--- config.mk ---
export PLATFORM = sky130hd
export DESIGN_NAME = mem_access_unit
export DESIGN_NICKNAME = d
export VERILOG_FILES = /design/src/rtl/mem_access_unit.sv
export SDC_FILE = /design/constraint.sdc
export NUM_CORES = 1
export LEC_CHECK = 0
export CORE_ASPECT_RATIO = 1.1
export CORE_MARGIN = 4
export CORE_UTILIZATION = 43
export DETAILED_ROUTE_END_ITERATION = 8
export HOLD_SLACK_MARGIN = 0.05
export PLACE_DENSITY = 0.88
export SYNTH_ARGS = -nofsm -noshare
export SYNTH_HDL_FRONTEND = slang
export SYNTH_SLANG_ARGS = --single-unit
export TNS_END_PERCENT = 30
--- constraint.sdc ---
create_clock -name clk -period 2.3 [get_ports clk]
set_input_delay 0.345 -clock clk [delete_from_list [all_inputs] [get_ports clk]]
set_output_delay 0.345 -clock clk [all_outputs]
set_load 0.1 [all_outputs]
--- src/rtl/mem_access_unit.sv ---
// ---------------------------------------------------------------------------
// mem_access_unit
//
// Load/store unit sitting between the execute stage and a simple req/gnt
// memory bus. One op is in flight at a time: it is accepted in IDLE,
// issued on the bus in REQ, waits for read data in WAIT (loads only) and
// writes the aligned, extended result back with a one-cycle wb_valid pulse.
//
// Configuration macro: MEM_MISALIGN_TRAP_EN
//   defined   : misaligned half/word ops go to ERR, pulse misalign_err and
//               never touch the bus.
//   undefined : misalign_err is tied 0 and misaligned ops proceed with the
//               byte offset forced (half uses addr[1] only, word uses 0).
//
// Ports
//   clk, rst_n           : clock, synchronous active-low reset
//   op_valid / op_ready  : op handshake from execute (ready only in IDLE)
//   mem_op_en[4:0]       : {store, word, half, byte, signed}
//   addr, store_data     : effective byte address, store register value
//   rd_idx               : load destination register
//   bus_req/bus_we/bus_addr/bus_be/bus_wdata : bus request side
//   bus_gnt, bus_rvalid, bus_rdata           : bus response side
//   wb_valid, wb_rd, wb_data                 : load writeback (1-cycle pulse)
//   misalign_err                             : misaligned-op trap pulse
// ---------------------------------------------------------------------------
module mem_access_unit #(
    parameter int ADDR_W = 32
) (
    input  logic              clk,
    input  logic              rst_n,
    input  logic              op_valid,
    output logic              op_ready,
    input  logic [4:0]        mem_op_en,
    input  logic [ADDR_W-1:0] addr,
    input  logic [31:0]       store_data,
    input  logic [4:0]        rd_idx,
    output logic              bus_req,
    output logic              bus_we,
    output logic [ADDR_W-1:0] bus_addr,
    output logic [3:0]        bus_be,
    output logic [31:0]       bus_wdata,
    input  logic              bus_gnt,
    input  logic              bus_rvalid,
    input  logic [31:0]       bus_rdata,
    output logic              wb_valid,
    output logic [4:0]        wb_rd,
    output logic [31:0]       wb_data,
    output logic              misalign_err
);

    typedef enum logic [1:0] {
        S_IDLE = 2'd0,
        S_REQ  = 2'd1,
        S_WAIT = 2'd2,
        S_ERR  = 2'd3
    } state_t;

    state_t      r_state;
    state_t      w_nextState;

    logic        w_accept;
    logic        w_isWord;
    logic        w_isHalf;
    logic [1:0]  w_offset;
    logic [3:0]  w_be;
    logic [31:0] w_wdata;

    logic        r_isWord;
    logic        r_isHalf;
    logic        r_signed;
    logic [1:0]  r_offset;
    logic [4:0]  r_rd;

    logic [31:0] w_shifted;
    logic [31:0] w_loadData;

`ifdef MEM_MISALIGN_TRAP_EN
    logic        w_misaligned;
`endif

    assign w_accept = op_valid & op_ready;

    // Size decode: word wins over half wins over byte, and an op with no
    // size bit at all is treated as a word.
    assign w_isWord = mem_op_en[3] | ~(mem_op_en[2] | mem_op_en[1]);
    assign w_isHalf = ~mem_op_en[3] & mem_op_en[2];

`ifdef MEM_MISALIGN_TRAP_EN
    // A half on an odd address or a word off a 4-byte boundary cannot be
    // expressed as a single lane mask, so it is trapped.
    assign w_misaligned = (w_isHalf & addr[0]) |
                          (w_isWord & (addr[1:0] != 2'b00));
`endif

    // Byte offset within the word, with misaligned half/word forced onto
    // their natural boundary. In trap builds misaligned ops never reach the
    // bus, so the forcing is harmless there too.
    always_comb begin
        w_offset = addr[1:0];
        if (w_isWord) begin
            w_offset = 2'b00;
        end else if (w_isHalf) begin
            w_offset = {addr[1], 1'b0};
        end
    end

    // Lane enables and store data replication for the incoming op; both are
    // captured at accept so the bus side stays stable while waiting for gnt.
    always_comb begin
        w_be    = 4'b0001 << w_offset;
        w_wdata = {4{store_data[7:0]}};
        if (w_isWord) begin
            w_be    = 4'b1111;
            w_wdata = store_data;
        end else if (w_isHalf) begin
            w_be    = w_offset[1] ? 4'b1100 : 4'b0011;
            w_wdata = {2{store_data[15:0]}};
        end
    end

    // Load result: bring the addressed lane down to bit 0, then keep the
    // byte/half/word and sign- or zero-extend it.
    assign w_shifted = bus_rdata >> {r_offset, 3'b000};

    always_comb begin
        w_loadData = {{24{r_signed & w_shifted[7]}}, w_shifted[7:0]};
        if (r_isWord) begin
            w_loadData = w_shifted;
        end else if (r_isHalf) begin
            w_loadData = {{16{r_signed & w_shifted[15]}}, w_shifted[15:0]};
        end
    end

    // State register.
    always_ff @(posedge clk) begin
        if (!rst_n) begin
            r_state <= S_IDLE;
        end else begin
            r_state <= w_nextState;
        end
    end

    // Next-state logic. bus_we doubles as the registered store flag; grant
    // and read-valid are only looked at in the state that expects them.
    always_comb begin
        w_nextState = r_state;
        case (r_state)
            S_IDLE: begin
                if (op_valid) begin
`ifdef MEM_MISALIGN_TRAP_EN
                    w_nextState = w_misaligned ? S_ERR : S_REQ;
`else
                    w_nextState = S_REQ;
`endif
                end
            end
            S_REQ: begin
                if (bus_gnt) begin
                    w_nextState = bus_we ? S_IDLE : S_WAIT;
                end
            end
            S_WAIT: begin
                if (bus_rvalid) begin
                    w_nextState = S_IDLE;
                end
            end
            S_ERR: begin
                w_nextState = S_IDLE;
            end
            default: begin
                w_nextState = S_IDLE;
            end
        endcase
    end

    // State-decoded outputs.
    always_comb begin
        op_ready = (r_state == S_IDLE);
        bus_req  = (r_state == S_REQ);
`ifdef MEM_MISALIGN_TRAP_EN
        misalign_err = (r_state == S_ERR);
`else
        misalign_err = 1'b0;
`endif
    end

    // Op capture and writeback registers. wb_valid is a single-cycle pulse
    // raised on the edge where read data arrives in WAIT.
    always_ff @(posedge clk) begin
        if (!rst_n) begin
            bus_we    <= 1'b0;
            bus_addr  <= '0;
            bus_be    <= 4'b0000;
            bus_wdata <= 32'h0;
            r_isWord  <= 1'b0;
            r_isHalf  <= 1'b0;
            r_signed  <= 1'b0;
            r_offset  <= 2'b00;
            r_rd      <= 5'd0;
            wb_valid  <= 1'b0;
            wb_rd     <= 5'd0;
            wb_data   <= 32'h0;
        end else begin
            wb_valid <= 1'b0;
            if (w_accept) begin
                bus_we    <= mem_op_en[4];
                bus_addr  <= {addr[ADDR_W-1:2], 2'b00};
                bus_be    <= w_be;
                bus_wdata <= w_wdata;
                r_isWord  <= w_isWord;
                r_isHalf  <= w_isHalf;
                r_signed  <= mem_op_en[0];
                r_offset  <= w_offset;
                r_rd      <= rd_idx;
            end
            if ((r_state == S_WAIT) && bus_rvalid) begin
                wb_valid <= 1'b1;
                wb_rd    <= r_rd;
                wb_data  <= w_loadData;
            end
        end
    end

endmodule

Word-level counts from Yosys, hierarchy flattened. Index checks and enable logic that the tools add are counted.

Memories kept: 0. Output and inout port bits: 110. Latch bits: 0. Bits in registers: 117. Logic and storage cells: 47. Memory bits (read-only): 0. RAM bits: 0.

Bitwise gates (word level): 8. Add/sub/neg operators: 0. Mux-type cells: 15. Div/mod/pow operators: 0. Order comparisons: 0. Multipliers: 0. Shifts and indexed selects: 2. Equality and inequality tests: 6. Reductions and logical operators: 3.

Operator list (number): $mux W32 (4); $shr A32 B5 Y32 (1); $mux W4 (3); $mux W2 (5); $pmux W2 S4 (1); $and A1 B1 Y1 (4); $eq A2 B2 Y1 const B (2); $ne A2 B2 Y1 const B (2); $shl A1 B2 Y4 const A (1); $reduce_and A3 Y1 (1); $eq A2 B1 Y1 const B (1); $logic_not A2 Y1 (1); $mux W1 (2); $ne A2 B1 Y1 const B (1); $not A1 Y1 (2); $or A1 B1 Y1 (2); $logic_and A1 B1 Y1 (1).

Longest topological paths before layout. Gate-level depths: netlist (run 1).

Word-level depth: 7. Gate-level depth with buffers: 7.

Least setup slack after synthesis (run 1). OpenSTA, ideal clock, no wires.

Kind: flip-flop to flip-flop. Start point: register r_state[0]. End point: register r_state[1]. Stages on the path, launching flop included: 4. Library setup time: 0.058 ns. Arrival: 2.182 ns. Slack: 0.060 ns. Path through: dfxtp_1 > nor2b_1 > and3b_1 > o21a_1.

Cells in the longest elaborated chain, start to end: 3. Elaborated cells on any way between the ends: 9.

RTL lines: start, declared (line 58) `state_t r_state;`; start signal, assigned (line 139) `r_state <= w_nextState;`; $eq A2 B1 Y1 (*); via bus_req (line 37) `output logic bus_req,`; $ne A2 B1 Y1 (no line); $reduce_and A3 Y1 (no line).

Mark *: on every way through the listed nets, which the timed path passes. The rest lies on a longest branch. A chain may end at the register's enable or synchronous reset.

Worst setup path in the final report (run 1).
Start point: register r_offset[0]. End point: register wb_data[17].

Cells in the longest elaborated chain, start to end: 4. Elaborated cells on any way between the ends: 5.

RTL lines: start, declared (line 71) `logic [1:0] r_offset;`; start signal, assigned (line 213) `r_offset <= w_offset;`; $shr A32 B5 Y32 (*) (line 123) `assign w_shifted = bus_rdata >> {r_offset, 3'b000};`; $and A1 B1 Y1 (on tied branches) (line 126, 130); $mux W32 (line 129) `end else if (r_isHalf) begin`; $mux W32 (*) (line 127) `if (r_isWord) begin`; end signal, assigned (line 219) `wb_data <= w_loadData;`; end, declared (line 47) `output logic [31:0] wb_data,`.

Mark *: on every way between the ends. The rest lies on a longest branch, timed or not.

==> results of run 1 <==
## power breakdown
group / switching [mW] / leakage (nW) / internal [mW]
sequential: 0.0707 / 0.957 / 2.14
clock: 0.881 / 0.304 / 1.86
combinational: 1.13 / 1.95 / 0.445
## state kept, by name, summed over array words and instances, names as in the netlist
signal and cells:
r_signed 1, r_rd 5, wb_data 32, wb_rd 5
r_offset 2, bus_wdata 32, bus_we 1, wb_valid 1
r_isHalf 1, bus_addr 30, r_state 2, bus_be 4
r_isWord 1
## metal layers
| layer | share of wire [%] | vias up |
|---|---|---|
| li1 | - | 2467 |
| met2 | 51 | 246 |
| met1 | 38 | 2425 |
| met5 | 0 | - |
| met4 | 2.6 | 0 |
| met3 | 8.7 | 30 |
## kinds of logic after synthesis
logic type / after synthesis / synth area share (%)
and+or+nand+nor: 222 / 17.7
AOI/OAI and AO/OA: 185 / 25.3
DFF: 117 / 45.2
buffers and inverters: 54 / 4.92
muxes: 33 / 6.81
other: 1 / 0.0724
## synth_stat cells (8+ instances only)
cell and number:
nand2_1 147, dfxtp_1 117, a21boi_0 61, nor2_1 48, o21ai_0 46, clkbuf_1 40
a21oi_1 31, mux2i_1 24, a21oi_4 10, nor2b_1 10, o211a_1 9, mux2_2 8
## layout make-up
class                           count  area [sq um]  area share [%]
Multi-Input combinational cell    443          2600            33.4
Sequential cell                   117          2340            30.2
Timing Repair Buffer              233          2020            26.0
Clock buffer                       22           464            5.98
Tap cell                          150           188            2.42
Clock inverter                     10           153            1.97
Inverter                            1          3.75          0.0483
## through the flow
step	worst slack, ns	hold slack [ns]	std cells	util, %
global route	0.176	0.384	976	66.7
floorplan	0.0597	0.441	614	-
detailed placement	0.0329	0.451	944	61.4
CTS	0.298	0.355	976	66.7
finish	0.285	0.371	976	66.7
global placement	0.0978	0.436	944	61.4
## worst min path at each step
stage,end,startpoint,slack (ns),cells past startpoint
after floorplan,wb_rd[4],r_rd[4],0.44,2
after CTS,r_isWord,rst_n,0.36,2
after global placement,bus_wdata[27],bus_wdata[27],0.44,2
after global routing,bus_wdata[16],rst_n,0.38,2
after detailed placement,bus_wdata[31],bus_wdata[31],0.45,2
final,bus_wdata[16],rst_n,0.37,2
==> out/metrics.csv, run 1 <==
stage;metric;value;unit
outcome;status;complete, no violations;
placement;dpl.hpwl;12300;microns
cts;path_clk_slew;0.05;ns
worst_setup_path;cp_cell_sequence;mux4_2 -> nor2_1 -> a2111o_2 -> a21oi_1;
sta;tightest_slew;0.621;ns
worst_setup_path;critPathCapture;wb_data[17];
worst_setup_path;crit_start;r_offset[0];
sta;period_needed;2.02;ns
sta;slew_viol_final;0;
logic_synthesis;ys_types;39;
cts;cts.sinks;117;
cts;root_buffer;clkbuf_16;
sta;hold_viol;0;
logic_synthesis;synth_top_cell_area_share;45.2;%
finish;finalInstanceArea;7770;sq um
finish;nets;924;
global_routing;grt.busiest_layer;met2;
logic_synthesis;ys_async_sr_fraction;0;%
cts;cts_tree;yes;
worst_setup_path;worstReg2RegStart;r_offset[0];
logic_synthesis;yosys_warnings;0;
floorplan;dieArea;13900;sq um
logic_synthesis;post-synth-top-area-cell;dfxtp_1;
worst_setup_path;critical-path-slowest-cell;mux4_2;
finish;syn2layout_area_growth;49.9;%
finish;final_common_cell;nand2_1;
hold_path;hold_path.class;in -> reg;
worst_setup_path;path_buf_inv;0;
worst_setup_path;cpLargestDelayFamily;compound AO/OA/AOI/OAI gates;
placement;gp_congestion;0.968;
sta;fin_setup_tns;0;ns
floorplan;die_x;113;microns
sta;rsz0062_at_grt;false;
drt;viasPerCell;5.30;
finish;fillers;932;
power_and_ir_drop;power_density;840;nW/um^2
floorplan;fp.coreArea;11600;sq um
placement;placed_area;7150;sq um
power_and_ir_drop;ir_worst_vdd;614;uV
logic_synthesis;synth_seq_cells;117;
drt;drt-pass1-iter-count;6;
job;max_cap_viol_count;0;
drt;drc;0;
global_routing;use_met1;26.1;%
global_routing;met3_usage;7.88;%
sta;fmax;496;MHz
logic_synthesis;yosys_most_used_dff;dfxtp_1;
logic_synthesis;synth_edf_count;0;
floorplan;start_util;44.5;%
floorplan;std_cell_rows;41;
global_routing;grt_pass1_wl;25800;microns
floorplan;num_io_pins;221;
drt;ant_nets;0;
sta;relSlewSlack;58.6;%
cts;h-tree-depth;4;
power_and_ir_drop;total_power;6.53;mW
cts;cts_made_buffers;17;
cts;cts_buffer_depth;2;
worst_setup_path;timing.rr.end;wb_data[17];
drt;wl;16600;microns
global_routing;grtUsageMet2;40.7;%
logic_synthesis;postSynthCellCount;612;
worst_setup_path;worstRegToRegCells;4;
logic_synthesis;postSynthAreaPerCell;8.47;sq um
worst_setup_path;crit_arrival;2.26;ns
cts;ctsHoldBuffers;0;
drt;vias;5168;
logic_synthesis;synthTopCellsByArea;dfxtp_1 45%, nand2_1 11%, a21boi_0 8.8%;
worst_setup_path;worstSetupPathType;reg -> reg;
placement;numPortBuffers;217;
cts;cts_setup_buffers;0;
sta;skew;0.00719;ns
finish;n_antenna_cell;0;
global_routing;grt_pass1_vias;5181;
cts;clock_latency;0.40;ns
power_and_ir_drop;power.leakage;3.21;nW
global_routing;antenna_found_initial;0;
worst_setup_path;rrSetupSlack;0.28;ns
worst_setup_path;cpPeakStageDelay;0.60;ns
worst_setup_path;cp_num_cells;4;
sta;layout_worst_path_cycle_share;87.6;%
finish;mostFrequentLayoutCells;147 x nand2_1, 123 x buf_4, 117 x dfxtp_1, 109 x clkdlybuf4s50_1, 61 x a21boi_0;
drt;dr.first_iter.drc_count;430;
global_routing;grt_usage;23.3;%
logic_synthesis;synth-seq-area-share;45.2;%
worst_setup_path;required;2.55;ns
floorplan;die_y;123;microns
worst_setup_path;cp-start-kind;register;
worst_setup_path;end_kind;register;
global_routing;grt_overflow_total;0;
logic_synthesis;syn_area;5180;sq um
cts;ctsResizeCount;0;
finish;drive_gt1_share;21.5;%
sta;setup_viol;0;
worst_setup_path;crit_path_max_fanout;16;
global_routing;grt_max_degree;51;
drt;wl_per_cell;17.0;microns
No activity file was read; power rests on OpenSTA's default activity.
==> inputs of run 2 (changes only) <==
--- a/config.mk
+++ b/config.mk
@@ -7,10 +7,11 @@
 export LEC_CHECK = 0
 export CORE_ASPECT_RATIO = 1.1
 export CORE_MARGIN = 4
-export CORE_UTILIZATION = 43
+export CORE_UTILIZATION = 39
+export CTS_CLUSTER_DIAMETER = 40
 export DETAILED_ROUTE_END_ITERATION = 8
 export HOLD_SLACK_MARGIN = 0.05
-export PLACE_DENSITY = 0.88
+export PLACE_DENSITY = 0.85
 export SYNTH_ARGS = -nofsm -noshare
 export SYNTH_HDL_FRONTEND = slang
 export SYNTH_SLANG_ARGS = --single-unit
==> constraint.sdc (replaced) <==
create_clock -name clk -period 1.63 [get_ports clk]
set_input_delay 0.2445 -clock clk [delete_from_list [all_inputs] [get_ports clk]]
set_output_delay 0.2445 -clock clk [all_outputs]
set_load 0.1 [all_outputs]
==> out/metrics.csv, run 2 (synthesized netlist as in run 1, its figures left out) <==
stage;metric;value;unit;change
cts;root_buffer;clkbuf_16;;
worst_setup_path;end_kind;register;;
finish;fillers;843;;-9.5%
floorplan;die_x;118;microns;+4.6%
global_routing;grt_overflow_total;0;;unchanged
drt;wl;18300;microns;+10%
worst_setup_path;required;1.96;ns;-0.59 ns
floorplan;die_y;129;microns;+4.7%
sta;skew;0.00983;ns;+0.00264 ns
finish;seqCellArea;2350;sq um;+0.21%
sta;slew_viol_final;0;;unchanged
cts;cts_tree;yes;;
drt;dr.first_iter.drc_count;511;;+19%
finish;final_cells;1011;;+3.6%
global_routing;grt_pass1_wl;28600;microns;+11%
worst_setup_path;worstSetupPathType;reg -> reg;;
worst_setup_path;cpLargestDelayFamily;compound AO/OA/AOI/OAI gates;;
global_routing;grt_usage;23.9;%;+0.64 points
floorplan;start_util;40.5;%;-4.0 points
power_and_ir_drop;power.leakage;3.69;nW;+15%
sta;tightest_slew;0.590;ns;-0.0307 ns
worst_setup_path;cpPeakStageDelay;0.49;ns;-0.11 ns
finish;syn2layout_area_growth;81.2;%;
drt;vias;5309;;+2.7%
sta;relSlewSlack;60.5;%;+1.9 points
worst_setup_path;rrSetupSlack;-0.01;ns;-0.30 ns
cts;cts_made_buffers;17;;unchanged
cts;cts.sinks;117;;unchanged
worst_setup_path;timing.rr.end;wb_data[17];;
drt;drt-pass1-iter-count;5;;-1
finish;mostFrequentLayoutCells;147 x nand2_1, 115 x dfxtp_1, 113 x buf_12, 109 x clkdlybuf4s50_1, 61 x a21boi_0;;
finish;finalInstanceArea;9390;sq um;+21%
sta;layout_worst_path_cycle_share;101;%;+13 points
finish;drive_gt1_share;24.7;%;+3.2 points
power_and_ir_drop;ir_worst_vdd;808;uV;+32%
hold_path;min_to;wb_valid;;
finish;utilization;73.3;%;+6.6 points
global_routing;antenna_found_initial;0;;unchanged
worst_setup_path;worstRegToRegCells;6;;+2
hold_path;worstHoldStart;rst_n;;
sta;setup_ws;-0.0127;ns;-0.298 ns
finish;largestRegisters;bus_wdata x32, wb_data x32, bus_addr x30;;
drt;viasPerCell;5.25;;-0.83%
finish;multi_input_area;2630;sq um;+1.1%
placement;place_inst;980;;+3.8%
drt;drc;0;;unchanged
cts;path_clk_slew;0.05;ns;about the same
placement;dpl.hpwl;13600;microns;+10%
global_routing;grt_pass1_vias;5523;;+6.6%
cts;cts_buffer_depth;2;;unchanged
sta;hold_viol;0;;unchanged
sta;setup_viol;1;;+1
floorplan;dieArea;15200;sq um;+9.5%
placement;gp_congestion;0.926;;-4.4%
floorplan;num_io_pins;221;;unchanged
drt;ant_nets;0;;unchanged
worst_setup_path;path_buf_inv;2;;+2
cts;h-tree-depth;4;;unchanged
floorplan;fp.coreArea;12800;sq um;+10%
worst_setup_path;worstReg2RegStart;r_offset[0];;
worst_setup_path;crit_path_max_fanout;8;;-8
worst_setup_path;critical-path-slowest-cell;a2111o_2;;
cts;ctsHoldBuffers;0;;unchanged
sta;fmax;609;MHz;+23%
cts;cts_setup_buffers;0;;unchanged
job;max_cap_viol_count;0;;unchanged
placement;numPortBuffers;217;;unchanged
hold_path;hold_path.class;in -> reg;;
worst_setup_path;cp-start-kind;register;;
cts;clock_latency;0.41;ns;about the same
sta;period_needed;1.64;ns;-0.372 ns
power_and_ir_drop;power_density;992;nW/um^2;+18%
placement;placed_area;8800;sq um;+23%
outcome;violations;negative setup slack;;
worst_setup_path;cp_cell_sequence;buf_4 -> nor2b_4 -> a2bb2oi_2 -> a2111o_2 -> buf_12 -> a21oi_1;;
global_routing;grt_max_degree;58;;+14%
finish;n_antenna_cell;0;;unchanged
drt;wl_per_cell;18.1;microns;+6.7%
worst_setup_path;crit_arrival;1.97;ns;-0.29 ns
finish;nets;954;;+3.2%
hold_path;hold_depth;2;;unchanged
finish;final_common_cell;nand2_1;;
floorplan;std_cell_rows;43;;+4.9%
outcome;status;complete, but fails checks;;
[run 2: worst max-delay path by stage]
stage                  end     startpoint  cells past startpoint
4_1_cts        wb_data[30]    r_offset[0]                      6
6_report       wb_data[17]    r_offset[0]                      6
3_5_place_dp   wb_data[30]  bus_rdata[23]                      6
2_1_floorplan   r_state[1]     r_state[0]                      3
3_3_place_gp   wb_data[30]  bus_rdata[23]                      6
5_1_grt        wb_data[17]    r_offset[0]                      6
[run 2: cell type report]
cell class                 instances  share of cell area [%]
inverter                           1                  0.0400
clock inverter                     5                   0.533
sequential                       117                    25.0
clock buffer                      25                    5.17
multi-input combinational        443                    28.0
tap                              157                    2.09
timing repair buffer             263                    39.2
[run 2: what timing repair did]
action | CTS | global route
pin swaps | 0 | 1
endpoints found under the setup margin | 29 | 25
gates cloned | 0 | 1
hold endpoints to repair | 0 | 0
resized for setup | 2 | 9
[run 2: stage by stage]
stage / setup WS, ns / hold WS (ns) / setup TNS (ns) / power [mW]
4_1_cts: 0.0240 / 0.152 / 0 / 9.37
2_1_floorplan: -0.0541 / 0.383 / -0.0716 / 4.72
5_1_grt: -0.0464 / 0.186 / -0.0816 / 9.64
3_3_place_gp: -0.243 / 0.447 / -16.02 / 5.91
3_5_place_dp: -0.276 / 0.457 / -18.74 / 5.95
6_report: -0.0127 / 0.183 / -0.0127 / 9.31
[run 2: report_power, final]
group	total (mW)	leakage, nW	internal [mW]	switching (mW)
logic	2.72	2.46	1.08	1.64
registers	3.19	0.958	3.03	0.167
clock network	3.40	0.267	2.18	1.21
total	9.31	3.69	6.29	3.02
[run 2: routing by layer]
metal	up-vias	part of all wire (%)	global-route usage (%)
met5	-	0	0
met2	279	50	41.9
met1	2431	36	24.9
li1	2526	-	-
met3	73	8.0	8.40
met4	0	5.5	14.3
